[config.mk]
export PLATFORM = sky130hd
export DESIGN_NAME = debounce_scheduler
export DESIGN_NICKNAME = d
export VERILOG_FILES = /design/src/rtl/debounce_scheduler.sv
export SDC_FILE = /design/constraint.sdc
export NUM_CORES = 1
export LEC_CHECK = 0
export CAP_MARGIN = 20
export CORE_MARGIN = 3
export CORE_UTILIZATION = 50
export CTS_CLUSTER_DIAMETER = 120
export CTS_CLUSTER_SIZE = 40
export DETAILED_ROUTE_END_ITERATION = 10
export PLACE_DENSITY_LB_ADDON = 0.2
export SYNTH_ARGS = -nofsm -noshare
export SYNTH_HDL_FRONTEND = slang
export SYNTH_SLANG_ARGS = --single-unit
[constraint.sdc]
create_clock -name clk -period 7 [get_ports clk]
set_input_delay 1.4 -clock clk [delete_from_list [all_inputs] [get_ports clk]]
set_output_delay 1.4 -clock clk [all_outputs]
set_load 0.02 [all_outputs]
[src/rtl/debounce_scheduler.sv]
// Time-multiplexed debouncer: one tick, one shared compare/count slot visiting each button in turn.
// Optional long-press detection is compiled in with `define DEBOUNCE_HOLD_EN (adds the hold port).
module debounce_scheduler #(
   parameter int N_BUTTONS    = 4,
   parameter int TICK_MAX     = 50000,
   parameter int STABLE_COUNT = 4,
   parameter int HOLD_TICKS   = 500
) (
   input  logic                 clk,
   input  logic                 rst_n,
   input  logic [N_BUTTONS-1:0] button,
   input  logic                 enable,
   output logic [N_BUTTONS-1:0] level,
   output logic [N_BUTTONS-1:0] press,
   output logic [N_BUTTONS-1:0] release_p,
   output logic                 busy
`ifdef DEBOUNCE_HOLD_EN
   ,
   output logic [N_BUTTONS-1:0] hold
`endif
);

   localparam int TW = $clog2(TICK_MAX);
   localparam int IW = (N_BUTTONS > 1) ? $clog2(N_BUTTONS) : 1;
   localparam int CW = 4;
   localparam logic [IW-1:0] LAST_IDX = IW'(N_BUTTONS - 1);

   generate
      if (TICK_MAX < N_BUTTONS + 2) begin : g_tick_check
         $error("debounce_scheduler: TICK_MAX must be >= N_BUTTONS+2");
      end
      if (STABLE_COUNT < 2 || STABLE_COUNT > 15) begin : g_stable_check
         $error("debounce_scheduler: STABLE_COUNT must be in 2..15");
      end
      if (N_BUTTONS < 1 || N_BUTTONS > 16) begin : g_n_check
         $error("debounce_scheduler: N_BUTTONS must be in 1..16");
      end
      if (HOLD_TICKS < 1) begin : g_hold_check
         $error("debounce_scheduler: HOLD_TICKS must be >= 1");
      end
   endgenerate

   typedef enum logic {IDLE, SCAN} state_t;

   state_t                 state;
   logic [IW-1:0]          idx;
   logic [TW-1:0]          tcnt;
   logic                   tick;
   logic [N_BUTTONS-1:0]   sync1;
   logic [N_BUTTONS-1:0]   sync2;
   logic [CW-1:0]          cnt [N_BUTTONS];

   logic                   cur_sync;
   logic                   cur_level;
   logic [CW-1:0]          cur_cnt;
   logic                   differ;
   logic                   at_limit;

   // Two-stage synchronizer for the asynchronous raw inputs.
   always_ff @(posedge clk or negedge rst_n) begin
      if (!rst_n) begin
         sync1 <= '0;
         sync2 <= '0;
      end else begin
         sync1 <= button;
         sync2 <= sync1;
      end
   end

   assign tick = (tcnt == TW'(TICK_MAX - 1));

   always_ff @(posedge clk or negedge rst_n) begin
      if (!rst_n) begin
         tcnt <= '0;
      end else if (!enable || tick) begin
         tcnt <= '0;
      end else begin
         tcnt <= tcnt + 1'b1;
      end
   end

   // Shared slot: select the visited button's state.
   assign cur_sync  = sync2[idx];
   assign cur_level = level[idx];
   assign cur_cnt   = cnt[idx];
   assign differ    = (cur_sync != cur_level);
   assign at_limit  = (cur_cnt == CW'(STABLE_COUNT - 1));

`ifdef DEBOUNCE_HOLD_EN
   localparam int HW = $clog2(HOLD_TICKS + 1);
   logic [HW-1:0] hcnt [N_BUTTONS];
   logic [HW-1:0] cur_hcnt;
   assign cur_hcnt = hcnt[idx];
`endif

   always_ff @(posedge clk or negedge rst_n) begin
      if (!rst_n) begin
         state     <= IDLE;
         idx       <= '0;
         busy      <= 1'b0;
         level     <= '0;
         press     <= '0;
         release_p <= '0;
         for (int i = 0; i < N_BUTTONS; i++) cnt[i] <= '0;
`ifdef DEBOUNCE_HOLD_EN
         hold <= '0;
         for (int i = 0; i < N_BUTTONS; i++) hcnt[i] <= '0;
`endif
      end else begin
         press     <= '0;
         release_p <= '0;
`ifdef DEBOUNCE_HOLD_EN
         hold <= '0;
`endif
         case (state)
            IDLE: begin
               if (tick) begin
                  state <= SCAN;
                  idx   <= '0;
                  busy  <= 1'b1;
               end
            end
            SCAN: begin
               if (!differ) begin
                  cnt[idx] <= '0;
               end else if (at_limit) begin
                  cnt[idx]   <= '0;
                  level[idx] <= ~cur_level;
                  if (cur_level) release_p[idx] <= 1'b1;
                  else           press[idx]     <= 1'b1;
               end else begin
                  cnt[idx] <= cur_cnt + 1'b1;
               end
`ifdef DEBOUNCE_HOLD_EN
               // Saturating at HOLD_TICKS guarantees one hold pulse per press.
               if (!cur_level || (differ && at_limit)) begin
                  hcnt[idx] <= '0;
               end else if (cur_hcnt != HW'(HOLD_TICKS)) begin
                  hcnt[idx] <= cur_hcnt + 1'b1;
                  if (cur_hcnt == HW'(HOLD_TICKS - 1)) hold[idx] <= 1'b1;
               end
`endif
               if (idx == LAST_IDX) begin
                  state <= IDLE;
                  busy  <= 1'b0;
                  idx   <= '0;
               end else begin
                  idx <= idx + 1'b1;
               end
            end
            default: begin
               state <= IDLE;
               busy  <= 1'b0;
               idx   <= '0;
            end
         endcase
      end
   end

endmodule
==> flow_metrics.env, run 1 <==
export IMPL_post_route_util_pct=60.05
export IMPL_rows=25
export IMPL_hold_path_class="flip-flop to flip-flop"
export IMPL_critPathKind="flip-flop to primary output"
export IMPL_power_density_nw_per_um2=191.6
export IMPL_pwr_share_seq_pct=59.3
export IMPL_cts_num_sinks=56
export IMPL_via_per_inst=5.539
export IMPL_post_cts_resized=0
export IMPL_grt_use_met2_pct=24.87
export IMPL_ys_ff_latch=56
export IMPL_grt_use_total_pct=16.65
export IMPL_grt_max_degree=57
export IMPL_grt_overflow=0
export IMPL_synth_area_leaders="dfrtp_1, nand2_1, mux4_2"
export IMPL_drv_cap=0
export IMPL_met1_usage_pct=24.05
export IMPL_use_met3_pct=4.176
export IMPL_synthFlopType="dfrtp_1"
export IMPL_ys_seq_area_share_pct=54.88
export IMPL_tightestPinTransition_ns=0.6720
export IMPL_placed_cell_area_um2=2781
export IMPL_postLayoutCellArea_um2=2893
export IMPL_drc_errors=0
export IMPL_hold_violations=0
export IMPL_synth_edf_count=0
export IMPL_ir_worst_vdd_mv=0.09892
export IMPL_yosys_area_top_type_share_pct=54.88
export IMPL_wl_per_cell_um=14.48
export IMPL_drt_iter0_markers=99
export IMPL_clk_pin_slew_ns=0.10
export IMPL_power_switching_mw=0.1163
export IMPL_postSynthAreaPerCell_um2=11.77
export IMPL_antenna_found_initial=0
export IMPL_area_growth_syn_to_layout_pct=13.28
export IMPL_insertion_delay_ns=0.31
export IMPL_timing_fmax_mhz=367.5
export IMPL_gr_max_usage_layer="met2"
export IMPL_finalSetupTns_ns=0
export IMPL_syn_inst=217
export IMPL_path_buf_inv=1
export IMPL_ant_nets=0
export IMPL_p_sw_share_pct=20.99
export IMPL_slew_headroom_pct=55.20
export IMPL_syn_area_um2=2554
export IMPL_cts_tree="done"
export IMPL_cts_max_path_buffers=2
export IMPL_ys_types=35
export IMPL_start_util_pct=53.01
export IMPL_diodes=0
export IMPL_period_share_pct=38.88
export IMPL_dieWidth_um=77.47
export IMPL_grt_pass1_wl_um=7928
export IMPL_cp_slowest_cell="clkdlybuf4s50_1"
export IMPL_post_synth_top_area_cell="dfrtp_1"
export IMPL_combinationalPowerShare_pct=2.8
export IMPL_drt_wl_total_um=4432
export IMPL_final_max_slew_viol_count=0
export IMPL_synth_common_cells="dfrtp_1, nand2_1, o31ai_1"
export IMPL_numCtsBuffers=5
export IMPL_power_leakage_nw=1.229
export IMPL_synth_fp_nets=231
export IMPL_rsz0062_at_grt="no"
export IMPL_die_h_um=77.47
export IMPL_end_kind="primary output"
export IMPL_n_fill_cell=403
export IMPL_async_reset_ff_share_pct=100.0
export IMPL_startpoint_type="flip-flop"
export IMPL_vias=1695
export IMPL_path_max_fanout=3
export IMPL_num_io_pins=20
export IMPL_crit_chain="clkdlybuf4s50_1"
export IMPL_nets=252
export IMPL_finalSetupViolCount=0
export IMPL_synth_most_common_cell="dfrtp_1"
export IMPL_yosysWarnings=0
export IMPL_post_cts_buffers=0
export IMPL_grt_pass1_vias=1618
export IMPL_hpwl_um=3041
export IMPL_path_delay_family="buffers and inverters"
export IMPL_fin_ws_ns=4.279
export IMPL_cts_htree_levels=2
export IMPL_core_area_um2=4817
export IMPL_p_int_mw=0.4378
export IMPL_status="finished, final reports clean"
export IMPL_dieArea_um2=6001
export IMPL_p_clk_share_pct=37.9
export IMPL_firstDrtPassIters=4
export IMPL_port_buffers=19
export IMPL_dp_worst_setup_slack_ns=4.412
export IMPL_holdBufCountCts=0
export IMPL_gp_congestion=0.7865
export IMPL_cpPeakStageDelay_ns=0.62
export IMPL_fin_skew_ns=0.008308
export IMPL_cts_root_buf="clkbuf_8"
export IMPL_worstPathRequired_ns=5.60
export IMPL_arrival_ns=1.32
export IMPL_fin_crit_ns=2.721
export IMPL_drive_gt1_share_pct=10.46
==> power groups by stage <==
stage	registers, mW	logic [mW]	clock network (mW)
finish	0.329	0.0153	0.210
global route	0.329	0.0179	0.230
CTS	0.329	0.0160	0.215
detailed placement	0.335	0.0159	0
global placement	0.335	0.0159	0
floorplan	0.335	0.00556	0
==> layout by cell type (no fill, tap or decap) <==
master,n
mux4_2,4
and2_2,3
or3_1,4
clkinvlp_4,1
and4_1,2
nor3_1,1
nor3_4,1
dfrtp_1,56
nand3_2,1
nand2_1,29
mux2i_1,5
clkbuf_8,5
and3_1,3
and3b_2,1
xnor2_1,7
mux4_1,2
o31ai_1,12
a21boi_0,1
ha_1,7
nor4b_1,1
nand4_1,7
and3b_1,1
o21ai_0,11
clkdlybuf4s50_1,18
clkinv_2,1
nor4_1,1
nand3_1,11
nor4bb_1,2
and2_1,7
inv_1,5
buf_2,1
a22o_2,4
bufinv_16,1
nor2_1,11
xor2_1,6
a21oi_1,4
xor2_2,1
buf_4,1
==> layout make-up <==
cell class,instances,area (µm²),area share (%)
clock buffers,5,68.82,2.379
multi-input cells,150,1085,37.50
repair buffers,20,192.7,6.661
inverters,5,18.77,0.6488
flip-flops and latches,56,1401,48.44
well taps,67,83.83,2.898
clock inverters,3,42.54,1.471
==> kinds of logic (layout without fill, tap and decap cells) <==
family | Yosys count | after routing | share of synthesized area, %
adder cells (fa/ha/maj) | 7 | 7 | 3.430
buffers and inverters | 11 | 33 | 2.646
AND/OR/NAND/NOR | 86 | 86 | 18.08
flip-flops | 56 | 56 | 54.87
multiplexers | 11 | 11 | 7.546
XOR/XNOR | 14 | 14 | 5.096
AO/OA/AOI/OAI | 32 | 32 | 8.329
==> registers in the layout, summed over array words and instances (netlist names) <==
register   cells
state          1
level          4
cnt           16
sync2          4
sync1          4
idx            2
release_p      4
press          4
tcnt          16
busy           1
==> path summary, 6_finish.rpt <==
| path | startpoint | end | slack [ns] | cells after the start |
|---|---|---|---|---|
| worst min-delay path | sync1[3] | sync2[3] | 0.35 | 0 |
| worst max-delay path | level[2] | level[2] | 4.28 | 1 |
| min in group asynchronous | rst_n | press[0] | 1.20 | 2 |
| worst max register to register | idx[0] | level[0] | 4.41 | 6 |
| worst min register to register | sync1[3] | sync2[3] | 0.35 | 0 |
| max in group asynchronous | rst_n | cnt[5] | 5.35 | 2 |
==> layer usage <==
| metal | wire length (µm) | part of all wire, % |
|---|---|---|
| met5 | 0 | 0 |
| met3 | 212 | 4.8 |
| met4 | 55 | 1.2 |
| met1 | 2150 | 49 |
| met2 | 2013 | 45 |
==> through the flow <==
stage	instances	hold WS, ns	total power, mW
after CTS	306	0.3524	0.5594
after detailed placement	298	0.3347	0.3511
after global placement	298	0.3346	0.3510
after global routing	306	0.3469	0.5775
final	306	0.3494	0.5541
after floorplan	217	0.3312	0.3404
No activity file was read; power rests on OpenSTA's default activity.
==> inputs of run 2 (changes only) <==
==> constraint.sdc (replaced) <==
create_clock -name clk -period 2.7 [get_ports clk]
set_input_delay 0.54 -clock clk [delete_from_list [all_inputs] [get_ports clk]]
set_output_delay 0.54 -clock clk [all_outputs]
set_load 0.02 [all_outputs]
==> run 2 against run 1 <==
Total power rose to 2.6 times the previous value. Hold slack worse by 0.11 ns. Clock-buffer cell count unchanged. Design area grew 0.95%. Setup slack got worse by 3.9 ns. Global-route usage increased by 0.78 points. Routed wire length is 3.7% higher. Critical path type is now flip-flop to flip-flop. Largest cell class unchanged. Highest routed layer unchanged.
==> flow_metrics.env, run 2 (same netlist as run 1, synthesis figures left out) <==
export IMPL_status="finished, final reports clean"
export IMPL_antenna_found_initial=0
export IMPL_core_area_um2=4817
export IMPL_diodes=0
export IMPL_num_io_pins=20
export IMPL_finalSetupTns_ns=0
export IMPL_tightestPinTransition_ns=0.6475
export IMPL_grt_max_degree=30
export IMPL_r2r_slack_ns=0.33
export IMPL_multi_input_area_um2=1085
export IMPL_hold_violations=0
export IMPL_cts_htree_levels=2
export IMPL_grt_pass1_vias=1681
export IMPL_cts_tree="done"
export IMPL_ir_worst_vdd_mv=0.3324
export IMPL_cts_root_buf="clkbuf_8"
export IMPL_drc_errors=0
export IMPL_power_leakage_nw=1.245
export IMPL_reg_top3="cnt x16, tcnt x16"
export IMPL_n_fill_cell=431
export IMPL_drt_iter0_markers=84
export IMPL_insertion_delay_ns=0.31
export IMPL_dieWidth_um=77.47
export IMPL_critPathKind="flip-flop to flip-flop"
export IMPL_startpoint_type="flip-flop"
export IMPL_rows=25
export IMPL_cts_max_path_buffers=2
export IMPL_vias=1720
export IMPL_layout_commonest_cell="dfrtp_1"
export IMPL_die_h_um=77.47
export IMPL_firstDrtPassIters=4
export IMPL_numCtsBuffers=5
export IMPL_grt_pass1_wl_um=8231
export IMPL_arrival_ns=2.59
export IMPL_drive_gt1_share_pct=11.20
export IMPL_hpwl_um=3231
export IMPL_area_growth_syn_to_layout_pct=14.36
export IMPL_finalSetupViolCount=0
export IMPL_reg2reg_from="idx[0]"
export IMPL_wl_per_cell_um=14.92
export IMPL_post_cts_buffers=0
export IMPL_startpoint="idx[0]"
export IMPL_post_cts_resized=0
export IMPL_placed_cell_area_um2=2809
export IMPL_slew_headroom_pct=56.84
export IMPL_ant_nets=0
export IMPL_drv_cap=0
export IMPL_end_kind="flip-flop"
export IMPL_dieArea_um2=6001
export IMPL_cpPeakStageDelay_ns=0.74
export IMPL_fin_skew_ns=0.009483
export IMPL_reg2regPathDepth=5
export IMPL_port_buffers=19
export IMPL_layout_common_cells="dfrtp_1, nand2_1, clkdlybuf4s50_1"
export IMPL_via_per_inst=5.584
export IMPL_drt_wl_total_um=4594
export IMPL_rsz0062_at_grt="no"
export IMPL_r2r_end="cnt[6]"
export IMPL_path_max_fanout=12
export IMPL_grt_use_total_pct=17.43
export IMPL_clk_pin_slew_ns=0.10
export IMPL_cts_num_sinks=56
export IMPL_power_density_nw_per_um2=492.2
export IMPL_gp_congestion=0.8097
export IMPL_start_util_pct=53.01
export IMPL_whs_ns=0.2409
export IMPL_grt_overflow=0
export IMPL_fin_crit_ns=2.371
export IMPL_hold_path_class="input port to async pin"
export IMPL_postLayoutCellArea_um2=2920
export IMPL_worstPathRequired_ns=2.92
export IMPL_nets=254
export IMPL_area_sequential_um2=1401
export IMPL_period_share_pct=87.81
export IMPL_cp_slowest_cell="mux4_1"
export IMPL_timing_fmax_mhz=421.8
export IMPL_holdBufCountCts=0
export IMPL_crit_chain="mux4_1 -> ha_1 -> nand4_1 -> nand3_2 -> o31ai_1"
export IMPL_final_max_slew_viol_count=0
export IMPL_post_route_util_pct=60.62
[run 2: changes by cell type in the layout (fill, tap and decap cells not counted), sizes merged]
cell,delta
buf,+2
[run 2: worst max path at each step]
stage                to  cells after the start
3_3_place_gp   level[2]                      6
4_1_cts         cnt[11]                      5
5_1_grt          cnt[6]                      5
6_report         cnt[6]                      5
3_5_place_dp     cnt[6]                      5
2_1_floorplan  level[0]                      8
[run 2: final cells by class]
type / instances / area share [%]
clock inverters: 3 / 1.457
multi-input cells: 150 / 37.15
well taps: 67 / 2.871
repair buffers: 22 / 7.541
clock buffers: 5 / 2.356
flip-flops and latches: 56 / 47.99
inverters: 5 / 0.6427
[run 2: power by group]
part / switching [mW] / internal [mW] / leakage (nW)
clock: 0.268 / 0.275 / 0.0541
sequential: 0.00527 / 0.848 / 0.762
combinational: 0.0273 / 0.0148 / 0.429
total: 0.300 / 1.14 / 1.24
[run 2: worst max-delay path, delay by kind of cell, from the launching register on]
kind                     cells  cell delay (ns)
multiplexers                 1             0.74
AND/OR/NAND/NOR              2             0.39
AO/OA/AOI/OAI                1             0.33
flip-flops                   1             0.52
adder cells (fa/ha/maj)      1             0.29
[run 2: metrics by stage]
stage	power (mW)	instances	worst slack (ns)
floorplan	0.8824	217	0.4785
global placement	0.9128	300	0.4077
detailed placement	0.9132	300	0.3427
CTS	1.454	308	0.3419
global route	1.503	308	0.1436
finish	1.437	308	0.3290
[run 2: routing by layer]
layer,global-route usage (%),vias to the layer above,routed length (µm)
met5,0,-,0
met4,6.406,0,85
met3,4.640,9,201
met2,25.99,39,2062
met1,24.56,855,2245
li1,-,817,-
==> RTL edit (settings of run 1) <==
Build with the macro `DEBOUNCE_HOLD_EN` defined.
--- a/src/rtl/debounce_scheduler.sv
+++ b/src/rtl/debounce_scheduler.sv
@@ -1,5 +1,7 @@
 // Time-multiplexed debouncer: one tick, one shared compare/count slot visiting each button in turn.
 // Optional long-press detection is compiled in with `define DEBOUNCE_HOLD_EN (adds the hold port).
+`define DEBOUNCE_HOLD_EN
+
 module debounce_scheduler #(
    parameter int N_BUTTONS    = 4,
    parameter int TICK_MAX     = 50000,
Function (old outputs only; new: hold): kept (equiv_simple and equiv_induct, registers matched by name and starting in step).
==> RTL edit against run 1 <==
Worst setup slack lost 960 ps. Area after synthesis grew 69%. Total power grew 71%. Cell count grew 58%. Maximum frequency shrank 26%. Via count grew 59%. Sequential cell count grew 40. Routed wire length grew 74%. First-iteration DRC count shrank 17%. Combinational power grew 26%. Final area grew 67%. Count of clock-buffer cells in the layout grew 6. Critical path type is now flip-flop to flip-flop.
==> RTL edit: results (changes against run 1) <==
Setup Skew -> 7.96 ps (-0.346 ps)
LEAKAGE -> 0.00208 uW (+69%)
Detailed Route WL -> 7730 microns (+74%)
First-pass GRT wire length -> 13300 microns (+68%)
Cell family with most CP delay -> compound AO/OA/AOI/OAI gates
Port bufs -> 23 (+4)
Crit Reg-Reg Endpoint -> hcnt[7]
Peak VDD IR -> 0.115 mV (+16%)
Final Wtd Congestion -> 0.810 (+3.0%)
Syn_nets -> 366 (+58%)
WL met1 -> 3820 microns (+78%)
Synth area leaders -> dfrtp_1, mux4_2, mux2_2
H-tree levels -> 3 (+1)
Worst reg2reg path startpoint -> idx[1]
Hold Crit Start -> sync1[1]
Final HPWL DP -> 5100 microns (+68%)
Placed Instances -> 469 (+57%)
Clk_lat worst skew -> 350 ps (+40 ps)
Syn Area/Cell -> 12.3 sq um (+4.5%)
Top flop regs -> hcnt x36, cnt x16, tcnt x16
Met3 wire len -> 241 microns (+14%)
Total track usage -> 0.170 (+0.00383)
Worst hold margin -> 353 ps (+3.44 ps)
Max reg flops -> 36
Non-filler cells, final -> 485 (+58%)
WHS Endpoint -> sync2[1]
WL met2 -> 3580 microns (+78%)
Slew HR -> 0.268 (-0.284)
DR iter-0 viols -> 82 (-17%)
Register area share after synthesis -> 0.557 (+0.00777)
WP data arrival -> 3920 ps (+2600 ps)
Nets -> 390 (+55%)
Outcome -> finished clean
Top cells by count, synth -> dfrtp_1, nor2_1, nand2_1
Largest net degree at the start of global routing -> 68 (+19%)
Place WS -> 3350 ps (-1070 ps)
Highest cell delay on the worst timing path -> 980 ps (+360 ps)
R2R depth -> 7 (+1)
Critical path peak fanout -> 19 (+16)
Fraction of layout cells with a size suffix above 1 -> 0.182 (+0.0770)
TritonCTS Buffers -> 9 (+4)
Vias in the first global route -> 2688 (+66%)
Vias per std cell -> 5.55 (+0.28%)
==> RTL edit: changes by cell type in the layout (fill, tap and decap cells not counted), moves of 6 or more <==
cell / delta
clkbuf_8: +6
o21ai_0: +9
nor2_1: +28
mux4_2: +11
mux2_2: +29
dfrtp_1: +40
and2_1: -7
==> RTL edit: layout make-up <==
cell class / count / area, sq um
Fill cell: 663 / 3460
Sequential cell: 96 / 2400
Multi-Input combinational cell: 233 / 1820
Timing Repair Buffer: 25 / 243
Clock buffer: 11 / 151
Tap cell: 105 / 131
Clock inverter: 5 / 55.1
Inverter: 10 / 37.5
==> RTL edit: layer usage <==
| layer | GRT usage | vias to the layer above |
|---|---|---|
| met4 | 0.0567 | 0 |
| met2 | 0.258 | 36 |
| li1 | - | 1281 |
| met3 | 0.0403 | 8 |
| met1 | 0.244 | 1369 |
| met5 | 0 | - |
==> RTL edit: cells by family after synthesis <==
family,count (synthesis),share of synthesized area
fa+ha+maj,8,0.0232
compound gates,43,0.0638
xor+xnor,21,0.0426
mux,48,0.164
flops,96,0.557
simple gates,113,0.128
buf+inv,22,0.0223
==> RTL edit: report_power, final <==
part,internal (uW),switching (uW)
clock network,184,185
logic,5.06,14.3
registers,558,2.01
==> RTL edit: worst max path at each step <==
stage	startpoint	to	slack, ps	cells after the start
global placement	idx[1]	hcnt[16]	3430	7
global route	idx[1]	hcnt[11]	3050	7
floorplan	idx[0]	hcnt[12]	4300	9
finish	idx[1]	hcnt[7]	3310	7
CTS	idx[1]	hcnt[16]	3340	7
detailed placement	idx[1]	hcnt[16]	3350	7
==> RTL edit: stage by stage <==
| stage | instance area, sq um | power (uW) |
|---|---|---|
| detailed placement | 4630 | 591 |
| global placement | 4630 | 591 |
| CTS | 4840 | 959 |
| global route | 4840 | 981 |
| floorplan | 4320 | 575 |
| finish | 4840 | 947 |
